File: config.mk
export PLATFORM = sky130hd
export DESIGN_NAME = native2axi_master
export DESIGN_NICKNAME = d
export VERILOG_FILES = /design/src/rtl/axi_lite_pkg.sv /design/src/rtl/axi_valid_hold.sv /design/src/rtl/native2axi_master.sv
export SDC_FILE = /design/constraint.sdc
export NUM_CORES = 1
export LEC_CHECK = 0
export CELL_PAD_IN_SITES_DETAIL_PLACEMENT = 1
export CELL_PAD_IN_SITES_GLOBAL_PLACEMENT = 2
export CORE_MARGIN = 2
export CORE_UTILIZATION = 23
export DETAILED_ROUTE_END_ITERATION = 10
export PLACE_DENSITY_LB_ADDON = 0.15
export SLEW_MARGIN = 0
export SYNTH_ARGS = -nofsm -noshare
export SYNTH_HDL_FRONTEND = slang
export SYNTH_SLANG_ARGS = --single-unit
File: constraint.sdc
create_clock -name S_AXI_aclk -period 1.75 [get_ports S_AXI_aclk]
set_clock_uncertainty 0.15 [all_clocks]
set_input_delay 0.2625 -clock S_AXI_aclk [delete_from_list [all_inputs] [get_ports S_AXI_aclk]]
set_output_delay 0.2625 -clock S_AXI_aclk [all_outputs]
set_load 0.01 [all_outputs]
File: src/rtl/axi_lite_pkg.sv
//------------------------------------------------------------------------------
// Module   : axi_lite_pkg
// Brief    : Shared AXI4-Lite response codes, bridge FSM state type and
//            fixed protection value for the native-to-AXI master bridge.
// Revision : 1.0 - initial release
//------------------------------------------------------------------------------
`default_nettype none

package axi_lite_pkg;

  localparam logic [1:0] RESP_OKAY   = 2'b00;
  localparam logic [1:0] RESP_EXOKAY = 2'b01;
  localparam logic [1:0] RESP_SLVERR = 2'b10;
  localparam logic [1:0] RESP_DECERR = 2'b11;

  // Unprivileged, secure, data access
  localparam logic [2:0] PROT_DEFAULT = 3'b000;

  typedef enum logic [2:0] {
    ST_IDLE    = 3'd0,
    ST_WR      = 3'd1,
    ST_WR_RESP = 3'd2,
    ST_RD_ADDR = 3'd3,
    ST_RD_DATA = 3'd4
  } state_t;

  // Anything other than OKAY is reported to the requester as an error
  function automatic logic resp_is_err(input logic [1:0] resp);
    return (resp != RESP_OKAY);
  endfunction

endpackage

`default_nettype wire

File: src/rtl/axi_valid_hold.sv
//------------------------------------------------------------------------------
// Module   : axi_valid_hold
// Brief    : One AXI handshake source: raises valid on start, holds it until
//            the ready handshake, then drops it and flags the channel done.
// Revision : 1.0 - initial release
//------------------------------------------------------------------------------
`default_nettype none

module axi_valid_hold (
  input  logic S_AXI_aclk,
  input  logic S_AXI_aresetn,
  input  logic start,
  input  logic ready,
  output logic valid,
  output logic done
);

  // Valid is only ever cleared by its own handshake, so it never retracts early
  always_ff @(posedge S_AXI_aclk or negedge S_AXI_aresetn) begin
    if (!S_AXI_aresetn) begin
      valid <= 1'b0;
      done  <= 1'b0;
    end else if (start) begin
      valid <= 1'b1;
      done  <= 1'b0;
    end else if (valid && ready) begin
      valid <= 1'b0;
      done  <= 1'b1;
    end
  end

endmodule

`default_nettype wire

File: src/rtl/native2axi_master.sv
//------------------------------------------------------------------------------
// Module   : native2axi_master
// Brief    : Native single-beat register port to AXI4-Lite master bridge.
//            Writes run AW+W+B, reads run AR+R; completion is a one-cycle
//            NATIVE_READY pulse with held read data and error flag.
// Revision : 1.0 - initial release
//------------------------------------------------------------------------------
`default_nettype none

module native2axi_master
  import axi_lite_pkg::*;
#(
  parameter int NATIVE_ADDR_WIDTH = 4,
  parameter int NATIVE_DATA_WIDTH = 32,
  parameter int M_AXI_ADDR_WIDTH  = 8,
  parameter int M_AXI_DATA_WIDTH  = 32
) (
  input  logic                          S_AXI_aclk,
  input  logic                          S_AXI_aresetn,
  input  logic                          NATIVE_EN,
  input  logic                          NATIVE_WR,
  input  logic [NATIVE_ADDR_WIDTH-1:0]  NATIVE_ADDR,
  input  logic [NATIVE_DATA_WIDTH-1:0]  NATIVE_DATA_IN,
  output logic [NATIVE_DATA_WIDTH-1:0]  NATIVE_DATA_OUT,
  output logic                          NATIVE_READY,
  output logic                          NATIVE_BUSY,
  output logic                          NATIVE_ERR,
  output logic [M_AXI_ADDR_WIDTH-1:0]   M_AXI_awaddr,
  output logic [2:0]                    M_AXI_awprot,
  output logic                          M_AXI_awvalid,
  input  logic                          M_AXI_awready,
  output logic [M_AXI_DATA_WIDTH-1:0]   M_AXI_wdata,
  output logic [M_AXI_DATA_WIDTH/8-1:0] M_AXI_wstrb,
  output logic                          M_AXI_wvalid,
  input  logic                          M_AXI_wready,
  input  logic [1:0]                    M_AXI_bresp,
  input  logic                          M_AXI_bvalid,
  output logic                          M_AXI_bready,
  output logic [M_AXI_ADDR_WIDTH-1:0]   M_AXI_araddr,
  output logic [2:0]                    M_AXI_arprot,
  output logic                          M_AXI_arvalid,
  input  logic                          M_AXI_arready,
  input  logic [M_AXI_DATA_WIDTH-1:0]   M_AXI_rdata,
  input  logic [1:0]                    M_AXI_rresp,
  input  logic                          M_AXI_rvalid,
  output logic                          M_AXI_rready
);

  state_t                         r_state;
  logic [NATIVE_ADDR_WIDTH-1:0]   r_addr;
  logic [NATIVE_DATA_WIDTH-1:0]   r_wdata;
  logic [NATIVE_DATA_WIDTH-1:0]   r_data_out;
  logic                           r_ready;
  logic                           r_busy;
  logic                           r_err;
  logic                           r_bready;
  logic                           r_rready;

  logic w_start_wr;
  logic w_start_rd;
  logic w_aw_done;
  logic w_w_done;
  logic w_ar_done;
  logic w_aw_fin;
  logic w_w_fin;
  logic w_ar_fin;

  // Requests are only taken in IDLE; EN while busy is silently dropped
  assign w_start_wr = (r_state == ST_IDLE) && NATIVE_EN && NATIVE_WR;
  assign w_start_rd = (r_state == ST_IDLE) && NATIVE_EN && !NATIVE_WR;

  axi_valid_hold u_aw_hold (
    .S_AXI_aclk    (S_AXI_aclk),
    .S_AXI_aresetn (S_AXI_aresetn),
    .start         (w_start_wr),
    .ready         (M_AXI_awready),
    .valid         (M_AXI_awvalid),
    .done          (w_aw_done)
  );

  axi_valid_hold u_w_hold (
    .S_AXI_aclk    (S_AXI_aclk),
    .S_AXI_aresetn (S_AXI_aresetn),
    .start         (w_start_wr),
    .ready         (M_AXI_wready),
    .valid         (M_AXI_wvalid),
    .done          (w_w_done)
  );

  axi_valid_hold u_ar_hold (
    .S_AXI_aclk    (S_AXI_aclk),
    .S_AXI_aresetn (S_AXI_aresetn),
    .start         (w_start_rd),
    .ready         (M_AXI_arready),
    .valid         (M_AXI_arvalid),
    .done          (w_ar_done)
  );

  // A channel counts as finished in the cycle of its handshake as well, so the
  // FSM advances without an extra bubble on a zero-wait slave
  assign w_aw_fin = w_aw_done || (M_AXI_awvalid && M_AXI_awready);
  assign w_w_fin  = w_w_done  || (M_AXI_wvalid  && M_AXI_wready);
  assign w_ar_fin = w_ar_done || (M_AXI_arvalid && M_AXI_arready);

  assign M_AXI_awaddr    = M_AXI_ADDR_WIDTH'({r_addr, 2'b00});
  assign M_AXI_araddr    = M_AXI_ADDR_WIDTH'({r_addr, 2'b00});
  assign M_AXI_awprot    = PROT_DEFAULT;
  assign M_AXI_arprot    = PROT_DEFAULT;
  assign M_AXI_wdata     = M_AXI_DATA_WIDTH'(r_wdata);
  assign M_AXI_wstrb     = '1;
  assign M_AXI_bready    = r_bready;
  assign M_AXI_rready    = r_rready;
  assign NATIVE_DATA_OUT = r_data_out;
  assign NATIVE_READY    = r_ready;
  assign NATIVE_BUSY     = r_busy;
  assign NATIVE_ERR      = r_err;

  // Transaction sequencer with all requester-facing outputs registered
  always_ff @(posedge S_AXI_aclk or negedge S_AXI_aresetn) begin
    if (!S_AXI_aresetn) begin
      r_state    <= ST_IDLE;
      r_addr     <= '0;
      r_wdata    <= '0;
      r_data_out <= '0;
      r_ready    <= 1'b0;
      r_busy     <= 1'b0;
      r_err      <= 1'b0;
      r_bready   <= 1'b0;
      r_rready   <= 1'b0;
    end else begin
      r_ready <= 1'b0;
      unique case (r_state)
        ST_IDLE: begin
          if (NATIVE_EN) begin
            r_addr  <= NATIVE_ADDR;
            r_wdata <= NATIVE_DATA_IN;
            r_busy  <= 1'b1;
            r_state <= NATIVE_WR ? ST_WR : ST_RD_ADDR;
          end
        end
        ST_WR: begin
          if (w_aw_fin && w_w_fin) begin
            r_bready <= 1'b1;
            r_state  <= ST_WR_RESP;
          end
        end
        ST_WR_RESP: begin
          if (M_AXI_bvalid && r_bready) begin
            r_bready <= 1'b0;
            r_err    <= resp_is_err(M_AXI_bresp);
            r_ready  <= 1'b1;
            r_busy   <= 1'b0;
            r_state  <= ST_IDLE;
          end
        end
        ST_RD_ADDR: begin
          if (w_ar_fin) begin
            r_rready <= 1'b1;
            r_state  <= ST_RD_DATA;
          end
        end
        ST_RD_DATA: begin
          if (M_AXI_rvalid && r_rready) begin
            r_rready   <= 1'b0;
            r_data_out <= M_AXI_rdata[NATIVE_DATA_WIDTH-1:0];
            r_err      <= resp_is_err(M_AXI_rresp);
            r_ready    <= 1'b1;
            r_busy     <= 1'b0;
            r_state    <= ST_IDLE;
          end
        end
        default: begin
          r_bready <= 1'b0;
          r_rready <= 1'b0;
          r_busy   <= 1'b0;
          r_state  <= ST_IDLE;
        end
      endcase
    end
  end

endmodule

`default_nettype wire

==> run summary <==
The number of nets in the layout came out at 502. At the placement stage, the worst setup path has a slack of -0.204 ns. The signal on the critical path passes through or3b_4 -> nor2_8 -> buf_12 -> buf_16 -> mux2_4. The fraction of layout cells with a size suffix above 1 is 0.272. Relative to the synthesized area, the layout overhead comes to 66.0%.

The completed layout was analyzed and its total power is 9.63 mW. For this run, the share of the core covered by cells in the final layout is 0.387. Setup repair after global routing could not meet its margin everywhere. Across all register-to-register paths, the minimum setup slack is -0.05 ns. Setup violations remaining at the end of the flow were counted as 39.

In this design, the stage delay of the slowest critical-path cell is around 0.44 ns. The total leakage power came out at 2.54 nW. The setup slack after layout is -0.0546 ns. The width of the die came out at 128 um. The minimum period implied by the final worst setup slack is 1.80 ns. After detailed routing, the number of remaining DRC violations is 0. The buffer cell driving the clock tree root is clkbuf_16. Clock-pin slew was measured on the worst setup and hold paths at about 0.06 ns. Dividing the final minimum period by the clock period gives 1.03. The clock sink count came out at 82. The via count of the routed design came out at ~2500. The TritonCTS buffer count came out at 9. After detailed routing, the number of vias per cell comes to 4.10. The repair_antennas step left the layout with diodes totalling 0. The checks that failed: setup timing. Static timing analysis puts the maximum clock frequency at around 0.55 GHz. The count of nets left with antenna violations after detail routing came out at 0. The startpoint identified for the worst register-to-register timing path is r_state[1]. STA classifies the critical path startpoint as a flip-flop. The effective utilization at floorplan is 0.233. The final sum of negative setup slack is -0.814 ns.

The maximum fanout count along the critical path is 8. The power per unit of standard cell area is 1650 nW/um2. The data arrival time of the critical path came out at approximately 1.9 ns. The setup path with the least slack is of type reg -> reg. The flow ran to the end, but the final reports show violations.

The number of cells on the worst reg-to-reg path is 5. The placer's final routability congestion estimate came out at 0.672. TritonCTS built the clock tree. The number of buffers and inverters on the critical path is 2.

The synthesized area per cell is 14.9 um2. The total congestion overflow after global routing came out at 0. Dividing the detail-routed wire length by the instance count gives 16.4 um. The critical path required time came out at 1.82 ns. The final hold slack came out at 0.207 ns. The overall die area is about 16000 um2. The worst supply voltage drop on vdd is 0.558 mV. The detailed router's first-iteration violation count came out at 93.

The total area inside the core boundary comes to 15100 um2. The H-tree was split into 3 levels. The die is between 100 and 150 um tall.

The overall routed net length came out at 10100 um. The number of buffer cells added on primary ports is 160. The initial antenna violation count is 0. The via count of the first global-routing pass came out at 2803. Entering global routing, the biggest net connects 39 pins.

The kind of cell adding the most delay to the critical path is simple AND/OR/NAND/NOR gates. The post-synthesis cell count is about 240. The final hold violation count came to 0. The total track usage is 0.125. The final max-slew violation count came to 0. The number of max-cap violations came out at 0. Of the synthesized area, sequential elements account for 0.583. The row count is 45.

Counting the fill cells in the layout gives ~1600. For this design, the slowest cell found on the critical path is or3b_4. The path class of the tightest hold or removal check is in -> async. The synthesized design contains 82 register bits. The combined area of all synthesized cells is 3520 um2. The yosys synthesis warning count is 0. Detailed placement ended at an HPWL of 7010 um. The first TritonRoute pass finished after 4 iterations.

The number of distinct standard cells referenced by the synthesized netlist came out at 33. The wire length of the first global-routing pass is 15500 um. The endpoint of the most critical register-to-register path is NATIVE_DATA_OUT[18]. The later pin in the worst-skew pair is clocked with a latency of 0.34 ns. STA classifies the critical path endpoint as a flip-flop. The top-level I/O count is about 180. The maximum clock path buffer count came out at 2.
[worst register-to-register path, stage by stage (launching register included)]
cell and delay [ns]:
dfrtp_1 0.38, or3b_4 0.44, nor2_8 0.16, buf_12 0.13, buf_16 0.13, mux2_4 0.29
[routing by layer]
layer	vias up	part of all wire	track usage
li1	1153	-	-
met1	1239	0.45	0.163
met2	109	0.47	0.192
met3	17	0.059	0.0338
met4	0	0.025	0.0640
met5	-	0	0
[layout by cell type, fill, tap and decap left out, types with 2 or more instances in the layout]
cell type,Yosys,layout
a21o_1,2,2
a21oi_1,6,6
buf_12,3,5
buf_4,23,17
buf_6,0,3
clkbuf_16,0,11
clkdlybuf4s50_1,0,158
clkinv_2,0,3
conb_1,2,18
dfrtp_1,82,82
inv_1,5,5
mux2_1,5,3
mux2_2,34,33
mux2_4,30,33
nand2_1,6,6
nand3_1,2,2
nor2_1,4,4
nor3_1,2,2
o21ai_0,6,6
or3_1,2,2
[cell usage after synthesis, drive strengths merged]
library cell	count	area [um2]
a211o	1	8.76
a211oi	1	7.51
a21o	2	15.0
a21oi	6	30.0
a31o	2	17.5
a31oi	1	6.26
a32o	1	10.0
a32oi	1	8.76
buf	30	253
clkbuf	2	7.51
conb	2	7.51
dfrtp	82	2050
inv	5	18.8
mux2	69	890
nand2	6	22.5
nand2b	2	12.5
nand3	2	10.0
nand3b	1	7.51
nor2	5	35.0
nor2b	1	6.26
nor3	3	20.0
nor3b	1	7.51
o21a	1	7.51
o21ai	6	30.0
o22ai	1	6.26
or3	2	12.5
or3b	1	11.3
[kinds of logic (layout without fill, tap and decap cells)]
logic type,Yosys count,count (layout),share of synthesized area
AO/OA/AOI/OAI,23,23,0.0419
multiplexers,69,69,0.253
flip-flops,82,82,0.583
buffers and inverters,37,210,0.0793
other,2,18,0.00213
AND/OR/NAND/NOR,24,24,0.0412
[cell type report]
type,count,area [um2],share of cell area
sequential,82,2050,0.351
timing repair buffer,189,1960,0.335
multi-input combinational,134,1280,0.220
clock buffer,11,243,0.0415
tap,188,235,0.0402
clock inverter,5,53.8,0.00921
inverter,5,18.8,0.00321
[sequential cells by signal, summed over array words and instances (netlist names)]
register / count
u_ar_hold.valid: 1
r_state: 3
M_AXI_rready: 1
NATIVE_BUSY: 1
NATIVE_DATA_OUT: 32
u_w_hold.done: 1
r_addr: 4
NATIVE_ERR: 1
u_aw_hold.valid: 1
M_AXI_wdata: 32
u_aw_hold.done: 1
u_ar_hold.done: 1
M_AXI_bready: 1
NATIVE_READY: 1
u_w_hold.valid: 1
[how the worst max path moves through the flow]
stage / startpoint / to / slack [ns] / cells after the start
floorplan: r_state[2] / NATIVE_DATA_OUT[0] / 0.006 / 5
global placement: NATIVE_EN / M_AXI_wdata[9] / -0.19 / 5
detailed placement: NATIVE_EN / M_AXI_wdata[20] / -0.20 / 5
CTS: r_state[1] / NATIVE_DATA_OUT[31] / -0.08 / 5
global route: r_state[1] / NATIVE_DATA_OUT[18] / -0.11 / 5
finish: r_state[1] / NATIVE_DATA_OUT[18] / -0.05 / 5
[repair_timing]
item,4_1_cts,5_1_grt
cloned,1,3
setup endpoints to repair,35,71
hold buffers,1,0
setup buffers,7,2
endpoints found under the hold margin,44,0
gates resized for setup,6,5
[stage by stage]
step | instances | cell area (um2)
global route | 614 | 5840
floorplan | 253 | 3580
finish | 614 | 5840
global placement | 586 | 5350
detailed placement | 586 | 5350
CTS | 611 | 5780
[report_power, final]
group / internal [mW] / total, mW / switching (mW)
registers: 2.73 / 3.17 / 0.434
logic: 2.85 / 4.53 / 1.68
clock network: 1.14 / 1.93 / 0.785
Note: power is estimated with default switching activity, not from simulation.
